===== src/rtl/keypad_pkg.sv =====
// keypad_pkg: shared FSM state type, "no key" sentinel and code-width helper
// for keypad_matrix_scanner.
package keypad_pkg;

    typedef enum logic {
        ST_IDLE,
        ST_DOWN
    } kp_state_e;

    // Candidates carry one extra MSB; when set it means "no key pressed", which
    // also makes "none" compare above every real code.
    localparam logic KP_NONE_FLAG = 1'b1;

    function automatic int kp_code_w(input int rows, input int cols);
        return (rows * cols > 2) ? $clog2(rows * cols) : 1;
    endfunction

endpackage


===== src/rtl/keypad_scan_timer.sv =====
// keypad_scan_timer: row-dwell divider, tick pulse, row index, frame-end pulse
// and the registered active-low row strobe; cleared by rst or start low.
module keypad_scan_timer
    import keypad_pkg::*;
#(
    parameter  int ROWS     = 4,
    parameter  int SCAN_DIV = 250000,
    localparam int RW       = $clog2(ROWS)
) (
    input  logic            clk,
    input  logic            rst,
    input  logic            start,
    output logic            tick,
    output logic            frame_end,
    output logic [RW-1:0]   row_idx,
    output logic [ROWS-1:0] row
);

    localparam int DW = $clog2(SCAN_DIV);

    logic [DW-1:0] div_q;
    logic          running_q;
    logic [RW-1:0] idx_nxt;

    // The divider only runs once a row is actually driven, so the first dwell is full length.
    assign tick      = running_q && start && (div_q == DW'(SCAN_DIV - 1));
    assign frame_end = tick && (row_idx == RW'(ROWS - 1));

    always_comb begin
        idx_nxt = row_idx;
        if (tick) begin
            idx_nxt = (row_idx == RW'(ROWS - 1)) ? '0 : row_idx + 1'b1;
        end
    end

    // NOTE: rst is synchronous and start low shares the same clear path; state uses <= only.
    always_ff @(posedge clk) begin
        if (rst || !start) begin
            div_q     <= '0;
            running_q <= 1'b0;
            row_idx   <= '0;
            row       <= '1;
        end else begin
            running_q <= 1'b1;
            if (running_q) begin
                div_q <= tick ? '0 : div_q + 1'b1;
            end
            row_idx <= idx_nxt;
            row     <= ~(ROWS'(1) << idx_nxt);
        end
    end

endmodule


===== src/rtl/keypad_matrix_scanner.sv =====
// keypad_matrix_scanner: scans a ROWSxCOLS keypad, debounces per frame and emits
// one encoded key event per press on valid/ready. Auto-repeat: KEYPAD_REPEAT_EN.
module keypad_matrix_scanner
    import keypad_pkg::*;
#(
    parameter  int ROWS         = 4,
    parameter  int COLS         = 4,
    parameter  int SCAN_DIV     = 250000,
    parameter  int DEBOUNCE     = 4,
    parameter  int REPEAT_DELAY = 50,
    parameter  int REPEAT_RATE  = 10,
    localparam int KW           = kp_code_w(ROWS, COLS)
) (
    input  logic            clk,
    input  logic            rst,
    input  logic            start,
    input  logic [COLS-1:0] column,
    output logic [ROWS-1:0] row,
    output logic [KW-1:0]   key_code,
    output logic            key_valid,
    input  logic            key_ready,
    output logic            key_held,
    output logic            overrun
);

    localparam int RW = $clog2(ROWS);
    localparam int CW = KW + 1;
    localparam int SW = $clog2(DEBOUNCE + 1);
    localparam logic [CW-1:0] CAND_NONE = {KP_NONE_FLAG, {KW{1'b0}}};

    if (ROWS < 2 || COLS < 2 || SCAN_DIV < 2 || DEBOUNCE < 1 ||
        REPEAT_DELAY < 1 || REPEAT_RATE < 1) begin : g_param_check
        $error("keypad_matrix_scanner: parameter out of range");
    end

    logic          tick;
    logic          frame_end;
    logic [RW-1:0] row_idx;

    keypad_scan_timer #(
        .ROWS     (ROWS),
        .SCAN_DIV (SCAN_DIV)
    ) u_timer (
        .clk       (clk),
        .rst       (rst),
        .start     (start),
        .tick      (tick),
        .frame_end (frame_end),
        .row_idx   (row_idx),
        .row       (row)
    );

    logic [CW-1:0] row_cand, frame_cand, cur_cand_q, prev_cand_q;
    logic [SW-1:0] stable_q, stable_nxt;
    logic          stable_hit;
    kp_state_e     state_q, state_d;
    logic [KW-1:0] held_code_q, held_code_d;
    logic          emit;
    logic [KW-1:0] emit_code;
    logic          rep_fire;

    // Lowest pressed column wins; rows are scanned in ascending order so min() keeps the lowest code.
    always_comb begin
        row_cand = CAND_NONE;
        for (int c = COLS - 1; c >= 0; c--) begin
            if (!column[c]) row_cand = {1'b0, KW'(int'(row_idx) * COLS + c)};
        end
        frame_cand = (row_cand < cur_cand_q) ? row_cand : cur_cand_q;
    end

    always_comb begin
        if (frame_cand != prev_cand_q)      stable_nxt = SW'(1);
        else if (stable_q == SW'(DEBOUNCE)) stable_nxt = stable_q;
        else                                stable_nxt = stable_q + 1'b1;
    end

    assign stable_hit = (stable_nxt == SW'(DEBOUNCE));

    always_ff @(posedge clk) begin
        if (rst || !start) begin
            cur_cand_q  <= CAND_NONE;
            prev_cand_q <= CAND_NONE;
            stable_q    <= '0;
        end else if (frame_end) begin
            cur_cand_q  <= CAND_NONE;
            prev_cand_q <= frame_cand;
            stable_q    <= stable_nxt;
        end else if (tick) begin
            cur_cand_q  <= frame_cand;
        end
    end

`ifdef KEYPAD_REPEAT_EN
    localparam int RP_MAX = (REPEAT_DELAY > REPEAT_RATE) ? REPEAT_DELAY : REPEAT_RATE;
    localparam int RPW    = $clog2(RP_MAX + 1);

    logic [RPW-1:0] rep_cnt_q, rep_cnt_inc;
    logic           rep_phase_q;
    logic           same_hold;

    assign same_hold   = frame_end && (state_q == ST_DOWN) && stable_hit && !frame_cand[KW] &&
                         (frame_cand[KW-1:0] == held_code_q);
    assign rep_cnt_inc = rep_cnt_q + 1'b1;
    assign rep_fire    = same_hold &&
                         (rep_cnt_inc == (rep_phase_q ? RPW'(REPEAT_RATE) : RPW'(REPEAT_DELAY)));

    // Counter restarts on every fresh accept and whenever the FSM is not holding a key.
    always_ff @(posedge clk) begin
        if (rst || state_q != ST_DOWN || (emit && !rep_fire)) begin
            rep_cnt_q   <= '0;
            rep_phase_q <= 1'b0;
        end else if (rep_fire) begin
            rep_cnt_q   <= '0;
            rep_phase_q <= 1'b1;
        end else if (same_hold) begin
            rep_cnt_q   <= rep_cnt_inc;
        end
    end
`else
    assign rep_fire = 1'b0;
`endif

    // NOTE: every always_comb output gets a default first so no latch is inferred.
    always_comb begin
        state_d     = state_q;
        held_code_d = held_code_q;
        emit        = 1'b0;
        emit_code   = frame_cand[KW-1:0];
        if (!start) begin
            state_d = ST_IDLE;
        end else if (frame_end && stable_hit) begin
            case (state_q)
                ST_IDLE: begin
                    if (!frame_cand[KW]) begin
                        state_d     = ST_DOWN;
                        held_code_d = frame_cand[KW-1:0];
                        emit        = 1'b1;
                    end
                end
                ST_DOWN: begin
                    if (frame_cand[KW]) begin
                        state_d = ST_IDLE;
                    end else if (frame_cand[KW-1:0] != held_code_q) begin
                        held_code_d = frame_cand[KW-1:0];
                        emit        = 1'b1;
                    end else if (rep_fire) begin
                        emit = 1'b1;
                    end
                end
                default: state_d = ST_IDLE;
            endcase
        end
    end

    always_ff @(posedge clk) begin
        if (rst) begin
            state_q     <= ST_IDLE;
            held_code_q <= '0;
        end else begin
            state_q     <= state_d;
            held_code_q <= held_code_d;
        end
    end

    assign key_held = (state_q == ST_DOWN);

    // An event may replace a pending one only when that one is being accepted this cycle.
    always_ff @(posedge clk) begin
        if (rst) begin
            key_code  <= '0;
            key_valid <= 1'b0;
            overrun   <= 1'b0;
        end else if (emit) begin
            if (!key_valid || key_ready) begin
                key_code  <= emit_code;
                key_valid <= 1'b1;
            end else begin
                overrun   <= 1'b1;
            end
        end else if (key_ready) begin
            key_valid <= 1'b0;
        end
    end

endmodule


===== config.mk =====
export PLATFORM = sky130hd
export DESIGN_NAME = keypad_matrix_scanner
export DESIGN_NICKNAME = d
export VERILOG_FILES = /design/src/rtl/keypad_pkg.sv /design/src/rtl/keypad_scan_timer.sv /design/src/rtl/keypad_matrix_scanner.sv
export SDC_FILE = /design/constraint.sdc
export NUM_CORES = 1
export LEC_CHECK = 0
export ABC_AREA = 0
export BUFFER_PORTS_ARGS = -buffer_cell sky130_fd_sc_hd__buf_4
export CORE_MARGIN = 5
export CORE_UTILIZATION = 45
export DETAILED_ROUTE_END_ITERATION = 6
export GPL_TIMING_DRIVEN = 0
export PLACE_DENSITY = 0.74
export SYNTH_ARGS = -nofsm -noshare
export SYNTH_HDL_FRONTEND = slang
export SYNTH_SLANG_ARGS = --single-unit

===== constraint.sdc =====
create_clock -name clk -period 7.2 [get_ports clk]
set_clock_uncertainty 0.1 [all_clocks]
set_input_delay 0 -clock clk [delete_from_list [all_inputs] [get_ports clk]]
set_output_delay 0 -clock clk [all_outputs]
set_load 0.01 [all_outputs]

Word-level counts from Yosys, hierarchy flattened
Index checks and enable logic that the tools add are counted.
{ "totals": {"regBits": 49, "in_bits": 8} }
{ "op_classes": {"add_sub_neg": 6, "magnitude_cmp": 1, "eq_ne": 10, "shift": 1, "n_mux": 24, "n_bitwise": 4, "n_reduce_logical": 15} }
{ "ops": {"columns": ["cell", "count"], "rows": [
  ["$mux W5", 5],
  ["$add A18 B1 Y18 const B", 1],
  ["$eq A18 B18 Y1 const B", 1],
  ["$mux W18", 1],
  ["$mux W4", 3],
  ["$mux W1", 9],
  ["$add A4 B2 Y4 const B", 2],
  ["$pmux W4 S2", 1],
  ["$eq A3 B3 Y1 const B", 2],
  ["$mux W3", 2],
  ["$reduce_and A2 Y1", 3],
  ["$lt A5 B5 Y1", 1],
  ["$ne A5 B5 Y1", 1],
  ["$reduce_and A5 Y1", 1],
  ["$add A4 B1 Y4 const B", 1],
  ["$logic_and A1 B1 Y1", 4],
  ["$mux W2", 2],
  ["$ne A2 B1 Y1 const B", 2],
  ["$ne A2 B2 Y1 const B", 2],
  ["$ne A4 B4 Y1", 1],
  ["$not A4 Y4", 1],
  ["$reduce_or A2 Y1", 2],
  ["$shl A1 B2 Y4 const A", 1],
  ["$add A3 B1 Y3 const B", 1],
  ["other kinds (7)", 11]
]} }

Logic depth before layout (Yosys ltp)
{ "logic_depth": {"depth_word": 15, "ltp_mapped": 12, "depth_no_buf": 11} }

By module
Synthesis repeated with hierarchy kept, for this count alone.
{ "unflattened": {"hier_cells": 318, "hier_area_um2": 2785.2} }
{ "by_module_without_submodules": {"columns": ["module", "instances", "cells_per_inst", "area_each_um2", "seq_area_each_um2"], "rows": [
  ["keypad_matrix_scanner", 1, 181, 1564.0, 480.5],
  ["keypad_scan_timer", 1, 137, 1221.2, 500.5]
]} }

Worst setup path after synthesis
OpenSTA, ideal clock, no wires.
{ "synth_path": {"path_type": "register to register", "start": "reg cur_cand_q[4]", "end": "reg key_code[2]", "arrival_ps": 2540, "required_time_ps": 6979, "setup_slack_ps": 4438, "path_stages_with_launch": 11, "n_path_buf": 1, "period_less_slack_ps": 2762, "cell_sequence": "dfxtp_1 inv_1 ha_1 a21oi_1 and3_1 clkbuf_1 nand2_1 a21oi_1 a22oi_1 nand4_4 mux2_4"} }
{ "synth_via": {"elab_chain_cells": 9, "word_cells_on_any_way": 14, "classes_between": "order compare: 1; eq/ne: 3; mux: 8; reduce/logical: 2"} }
{ "synth_rtl": {"columns": ["item", "line_no", "source"], "rows": [
  ["start, declared", "keypad_matrix_scanner.sv:53", "logic [CW-1:0] row_cand, frame_cand, cur_cand_q, prev_cand_q;"],
  ["start signal, assigned", "keypad_matrix_scanner.sv:89", "cur_cand_q <= frame_cand;"],
  ["$lt A5 B5 Y1", "keypad_matrix_scanner.sv:68", "frame_cand = (row_cand < cur_cand_q) ? row_cand : cur_cand_q;"],
  ["$mux W5 *", "keypad_matrix_scanner.sv:68", null],
  ["$ne A4 B4 Y1 / $ne A5 B5 Y1 (equally long branches)", "keypad_matrix_scanner.sv:143, keypad_matrix_scanner.sv:72", null],
  ["$mux W1 / $mux W3 (equally long branches)", "keypad_matrix_scanner.sv:143, keypad_matrix_scanner.sv:72", null],
  ["$mux W1 / $eq A3 B3 Y1 (equally long branches)", "keypad_matrix_scanner.sv:141, keypad_matrix_scanner.sv:77", null],
  ["$pmux W1 S2 / $logic_and A1 B1 Y1 (equally long branches)", "keypad_matrix_scanner.sv:132, keypad_matrix_scanner.sv:131", null],
  ["$mux W1", "keypad_matrix_scanner.sv:131", "end else if (frame_end && stable_hit) begin"],
  ["$mux W1", "keypad_matrix_scanner.sv:129", "if (!start) begin"],
  ["$reduce_and A2 Y1 (no source line)", null, null],
  ["end signal, assigned", "keypad_matrix_scanner.sv:175", "key_code <= emit_code;"],
  ["end, declared", "keypad_matrix_scanner.sv:19", "output logic [KW-1:0] key_code,"]
]} }
Mark *: on every way between the ends. The rest lies on a longest branch, timed or not.
A chain may end at the register's enable or synchronous reset.

Worst setup path after layout
{ "layout_path": {"start": "reg u_timer.row_idx[1]", "end": "reg key_code[2]"} }
{ "layout_via": {"elab_chain_cells": 14, "word_cells_on_any_way": 23, "classes_between": "add/sub: 3; order compare: 1; eq/ne: 4; mux: 12; reduce/logical: 3"} }
{ "layout_rtl": {"columns": ["item", "line_no", "source"], "rows": [
  ["start, declared", "keypad_scan_timer.sv:15", "output logic [RW-1:0] row_idx,"],
  ["start signal, assigned", "keypad_scan_timer.sv:48", "row_idx <= idx_nxt;"],
  ["$add A4 B2 Y4", "keypad_matrix_scanner.sv:66", "if (!column[c]) row_cand = {1'b0, KW'(int'(row_idx) * COLS + c)};"],
  ["$mux W5 (4 in series)", "keypad_matrix_scanner.sv:66", null],
  ["$lt A5 B5 Y1", "keypad_matrix_scanner.sv:68", null],
  ["$mux W5", "keypad_matrix_scanner.sv:68", null],
  ["$ne A4 B4 Y1 / $ne A5 B5 Y1 (equally long branches)", "keypad_matrix_scanner.sv:143, keypad_matrix_scanner.sv:72", null],
  ["$mux W1 / $mux W3 (equally long branches)", "keypad_matrix_scanner.sv:143, keypad_matrix_scanner.sv:72", null],
  ["$mux W1 / $eq A3 B3 Y1 (equally long branches)", "keypad_matrix_scanner.sv:141, keypad_matrix_scanner.sv:77", null],
  ["$pmux W1 S2 / $logic_and A1 B1 Y1 (equally long branches)", "keypad_matrix_scanner.sv:132, keypad_matrix_scanner.sv:131", null],
  ["$mux W1", "keypad_matrix_scanner.sv:131", null],
  ["$mux W1", "keypad_matrix_scanner.sv:129", null],
  ["$reduce_and A2 Y1 (no source line)", null, null]
]} }
Several ways; a longest one is shown, not always the timed one.

==> impl_metrics.toml <==
[detailed_routing]
detailedRoute.firstPassIterationCount = 5
detail_route.iter0.violations = 136
routed_wl_um = 5700
viasPerCell = 5.49
route.detailed.drc = 0
routed_wire_length_per_instance_um = 13.8
final_antenna_net_count = 0
dr_total_vias = 2272

[setup_path]
path_class = "reg -> reg"
worst-r2r-cell-count = 11
worst_ep_arrival_time_ns = 3.43
cp_slowest_cell = "sky130_fd_sc_hd__a21oi_1"
cp-end-kind = "register"
critical_path_peak_fanout = 9
timing.critical_path.buf_inv = 2
critical_path.most_common_cell = "sky130_fd_sc_hd__nand2_1"
critical_path.startpoint = "u_timer.row_idx[1]$_SDFF_PN0_"
worstPathCellList = "nand2_1 -> inv_1 -> ha_1 -> nand4_1 -> and3_1 -> clkbuf_1 -> nand2_1 -> a21oi_1 -> a22oi_1 -> nand4_4 -> mux2_4"
crit_start_category = "register"
worst_ep_required_time_ns = 7.29
cp_num_cells = 11
cp_slowest_stage_delay_ns = 0.58
crit-reg2reg-capture = "key_code[2]$_SDFFE_PP0P_"
reg2reg_setup_slack_ns = 3.86
critical_path.reg2reg.startpoint = "u_timer.row_idx[1]$_SDFF_PN0_"
critical_path_s_top_delay_family = "simple AND/OR/NAND/NOR gates"
crit_end = "key_code[2]$_SDFFE_PP0P_"

[final_layout]
finish.net_count = 354
diodes = 0
final-instance-count-excl-fill = 414
fraction_of_layout_cells_with_a_size_suffix_above_1 = 0.112
area_delta_synth_final_pct = 13.9

[floorplan]
starting_density_of_the_core = 0.455
core_box_area_um2 = 5850
die_area_um2 = 7550
fp-row-count = 28
die_width_um = 86.9
pin_count = 19
die_y_um = 86.9

[synthesis]
synthCells = 311
area_share_of_the_largest_cell_type_after_synthesis = 0.369
async_flop_share = 0
ys_warn_count = 0
ys_seq_area_frac = 0.369
synth_top_flop_cell = "sky130_fd_sc_hd__dfxtp_1"
synth_top_cells_by_area = "sky130_fd_sc_hd__dfxtp_1 (37%), sky130_fd_sc_hd__nand2_1 (4.7%), sky130_fd_sc_hd__nor2_1 (4.5%)"
avgSynthCellArea_um2 = 8.56
synth_area_leader_cell = "sky130_fd_sc_hd__dfxtp_1"
synth_top_cells_by_count = "sky130_fd_sc_hd__dfxtp_1 (49), sky130_fd_sc_hd__nand2_1 (33), sky130_fd_sc_hd__nor2_1 (32)"
syn_area_um2 = 2660
synth-edff-count = 0
synth_fp_nets = 327
yosys.cell_count.top_type = "sky130_fd_sc_hd__dfxtp_1"
netlist-cell-type-count = 48
synth_seq_cells = 49

[sta]
final.period_utilization = 0.464
finalHoldWorstSlack_ns = 0.113
grt_setup_unrepaired = "no"
report.final.slew_viol_count = 0
maxSlewHeadroom = 0.354
max_clock_freq_ghz = 0.300
timing_hold_violations_final = 0
post-route-min-period_ns = 3.34
setup_total_negative_slack_ns = 0
layout_setup_ws_ns = 3.86
tightestPinTransition_ns = 0.965
final_report_setup_violation_count = 0

[worst_hold_path]
worstHoldPathCells = 5
min_path_type = "in -> reg"

[clocking]
insertion_delay_ns = 0.30
clockRootBuffer = "sky130_fd_sc_hd__clkbuf_8"
cts_max_path_buffers = 2
cts_tree = "yes"
numCtsBuffers = 5
post-cts-setup-buffer-count = 0
clock-sinks = 49
worst_setup_hold_path_clk_slew_ns = 0.09
cts-htree-levels = 2

[place]
dpl_worst_slack_ns = 3.91
dpl.hpwl_um = 4250
dp.cells = 404
finalWeightedCongestion = 0.826
portBuffers = 18

[grt]
grt.overflow.total = 0
grt_start_max_net_pins = 16
track_usage = 0.160
initial_antenna_violation_count = 0
grt_pass1_vias = 2221
grt_pass1_wl_um = 9840

[pwr]
pwr_cell_area_nw_per_um2 = 165
p_leak_uw = 0.00116
vdd.ir_drop.worst_v = 0.0000853

[outcome]
status = "finished, final reports clean"

[flow_run]
timing.max_cap.violations = 0
[power breakdown]
part	internal, µW	leakage (µW)	switching, µW
clock network	113	0.0000574	91.1
logic	9.60	0.000710	15.3
registers	272	0.000395	0.803
total	394	0.00116	107
[worst min-delay path by stage]
stage	start	endpoint	slack (ns)
detailed placement	rst	key_code[3]$_SDFFE_PP0P_	0.24
finish	start	key_valid$_SDFFE_PP0P_	0.11
global placement	rst	key_code[3]$_SDFFE_PP0P_	0.23
CTS	start	key_valid$_SDFFE_PP0P_	0.11
floorplan	rst	key_code[3]$_SDFFE_PP0P_	0.08
global route	start	key_valid$_SDFFE_PP0P_	0.12
[what timing repair did]
action / CTS / global route
endpoints found under the hold margin: 8 / 0
hold buffers: 2 / 0
gates resized for setup: 0 / 0
[placed cells by master (no fill, tap or decap), types with 5 or more instances in the layout]
cell	count
sky130_fd_sc_hd__clkbuf_8	6
sky130_fd_sc_hd__nand3_1	14
sky130_fd_sc_hd__nand2_1	33
sky130_fd_sc_hd__and3_1	7
sky130_fd_sc_hd__clkbuf_1	7
sky130_fd_sc_hd__nand2b_1	15
sky130_fd_sc_hd__ha_1	8
sky130_fd_sc_hd__buf_4	18
sky130_fd_sc_hd__mux2i_1	10
sky130_fd_sc_hd__a21oi_1	19
sky130_fd_sc_hd__o21ai_0	7
sky130_fd_sc_hd__dfxtp_1	49
sky130_fd_sc_hd__inv_1	17
sky130_fd_sc_hd__xnor2_1	12
sky130_fd_sc_hd__nand3b_1	5
sky130_fd_sc_hd__nor2_1	32
sky130_fd_sc_hd__nor3_1	8
sky130_fd_sc_hd__xor2_1	11
sky130_fd_sc_hd__nand4_1	9
[area by class of cell]
| class | count | area [µm²] |
|---|---|---|
| plain buffers | 7 | 26.3 |
| clock buffers | 6 | 82.6 |
| clock inverters | 2 | 37.5 |
| fillers | 532 | 2820 |
| inverters | 17 | 63.8 |
| multi-input cells | 238 | 1590 |
| flip-flops and latches | 49 | 981 |
| well taps | 75 | 93.8 |
| repair buffers | 20 | 155 |
[routing by layer]
layer,part of all wire,global-route usage
met2,0.46,0.262
met1,0.48,0.203
met3,0.041,0.0341
met5,0,0
met4,0.022,0.0666
[worst register-to-register path: stages (launching register included)]
cell and delay (ns):
sky130_fd_sc_hd__dfxtp_1 0.45, sky130_fd_sc_hd__nand2_1 0.18, sky130_fd_sc_hd__inv_1 0.12, sky130_fd_sc_hd__ha_1 0.28, sky130_fd_sc_hd__nand4_1 0.15, sky130_fd_sc_hd__and3_1 0.17
sky130_fd_sc_hd__clkbuf_1 0.21, sky130_fd_sc_hd__nand2_1 0.24, sky130_fd_sc_hd__a21oi_1 0.58, sky130_fd_sc_hd__a22oi_1 0.25, sky130_fd_sc_hd__nand4_4 0.19, sky130_fd_sc_hd__mux2_4 0.32
[state kept, by name, indices dropped and copies added, names as in the netlist]
register           count
u_timer.row_idx        2
key_code               4
held_code_q            4
key_valid              1
u_timer.div_q         18
prev_cand_q            5
stable_q               3
cur_cand_q             5
key_held               1
u_timer.row            4
overrun                1
u_timer.running_q      1
[logic make-up (layout without fill, tap and decap cells)]
kind of cell | count (synthesis) | in the layout | synth area share
DFF | 49 | 49 | 0.369
and+or+nand+nor | 143 | 143 | 0.299
AOI/OAI and AO/OA | 51 | 51 | 0.133
buffers and inverters | 24 | 52 | 0.0339
adders and majority gates | 8 | 8 | 0.0376
muxes | 13 | 13 | 0.0531
xor gates and xnor gates | 23 | 23 | 0.0757
[through the flow]
step	total power, µW	instance area, µm²	util
6_report	501	3030	0.518
5_1_grt	523	3030	0.518
4_1_cts	510	3030	0.518
3_5_place_dp	302	2890	0.494
3_3_place_gp	302	2890	0.494
2_1_floorplan	293	2660	-
No activity file was read; power rests on OpenSTA's default activity.
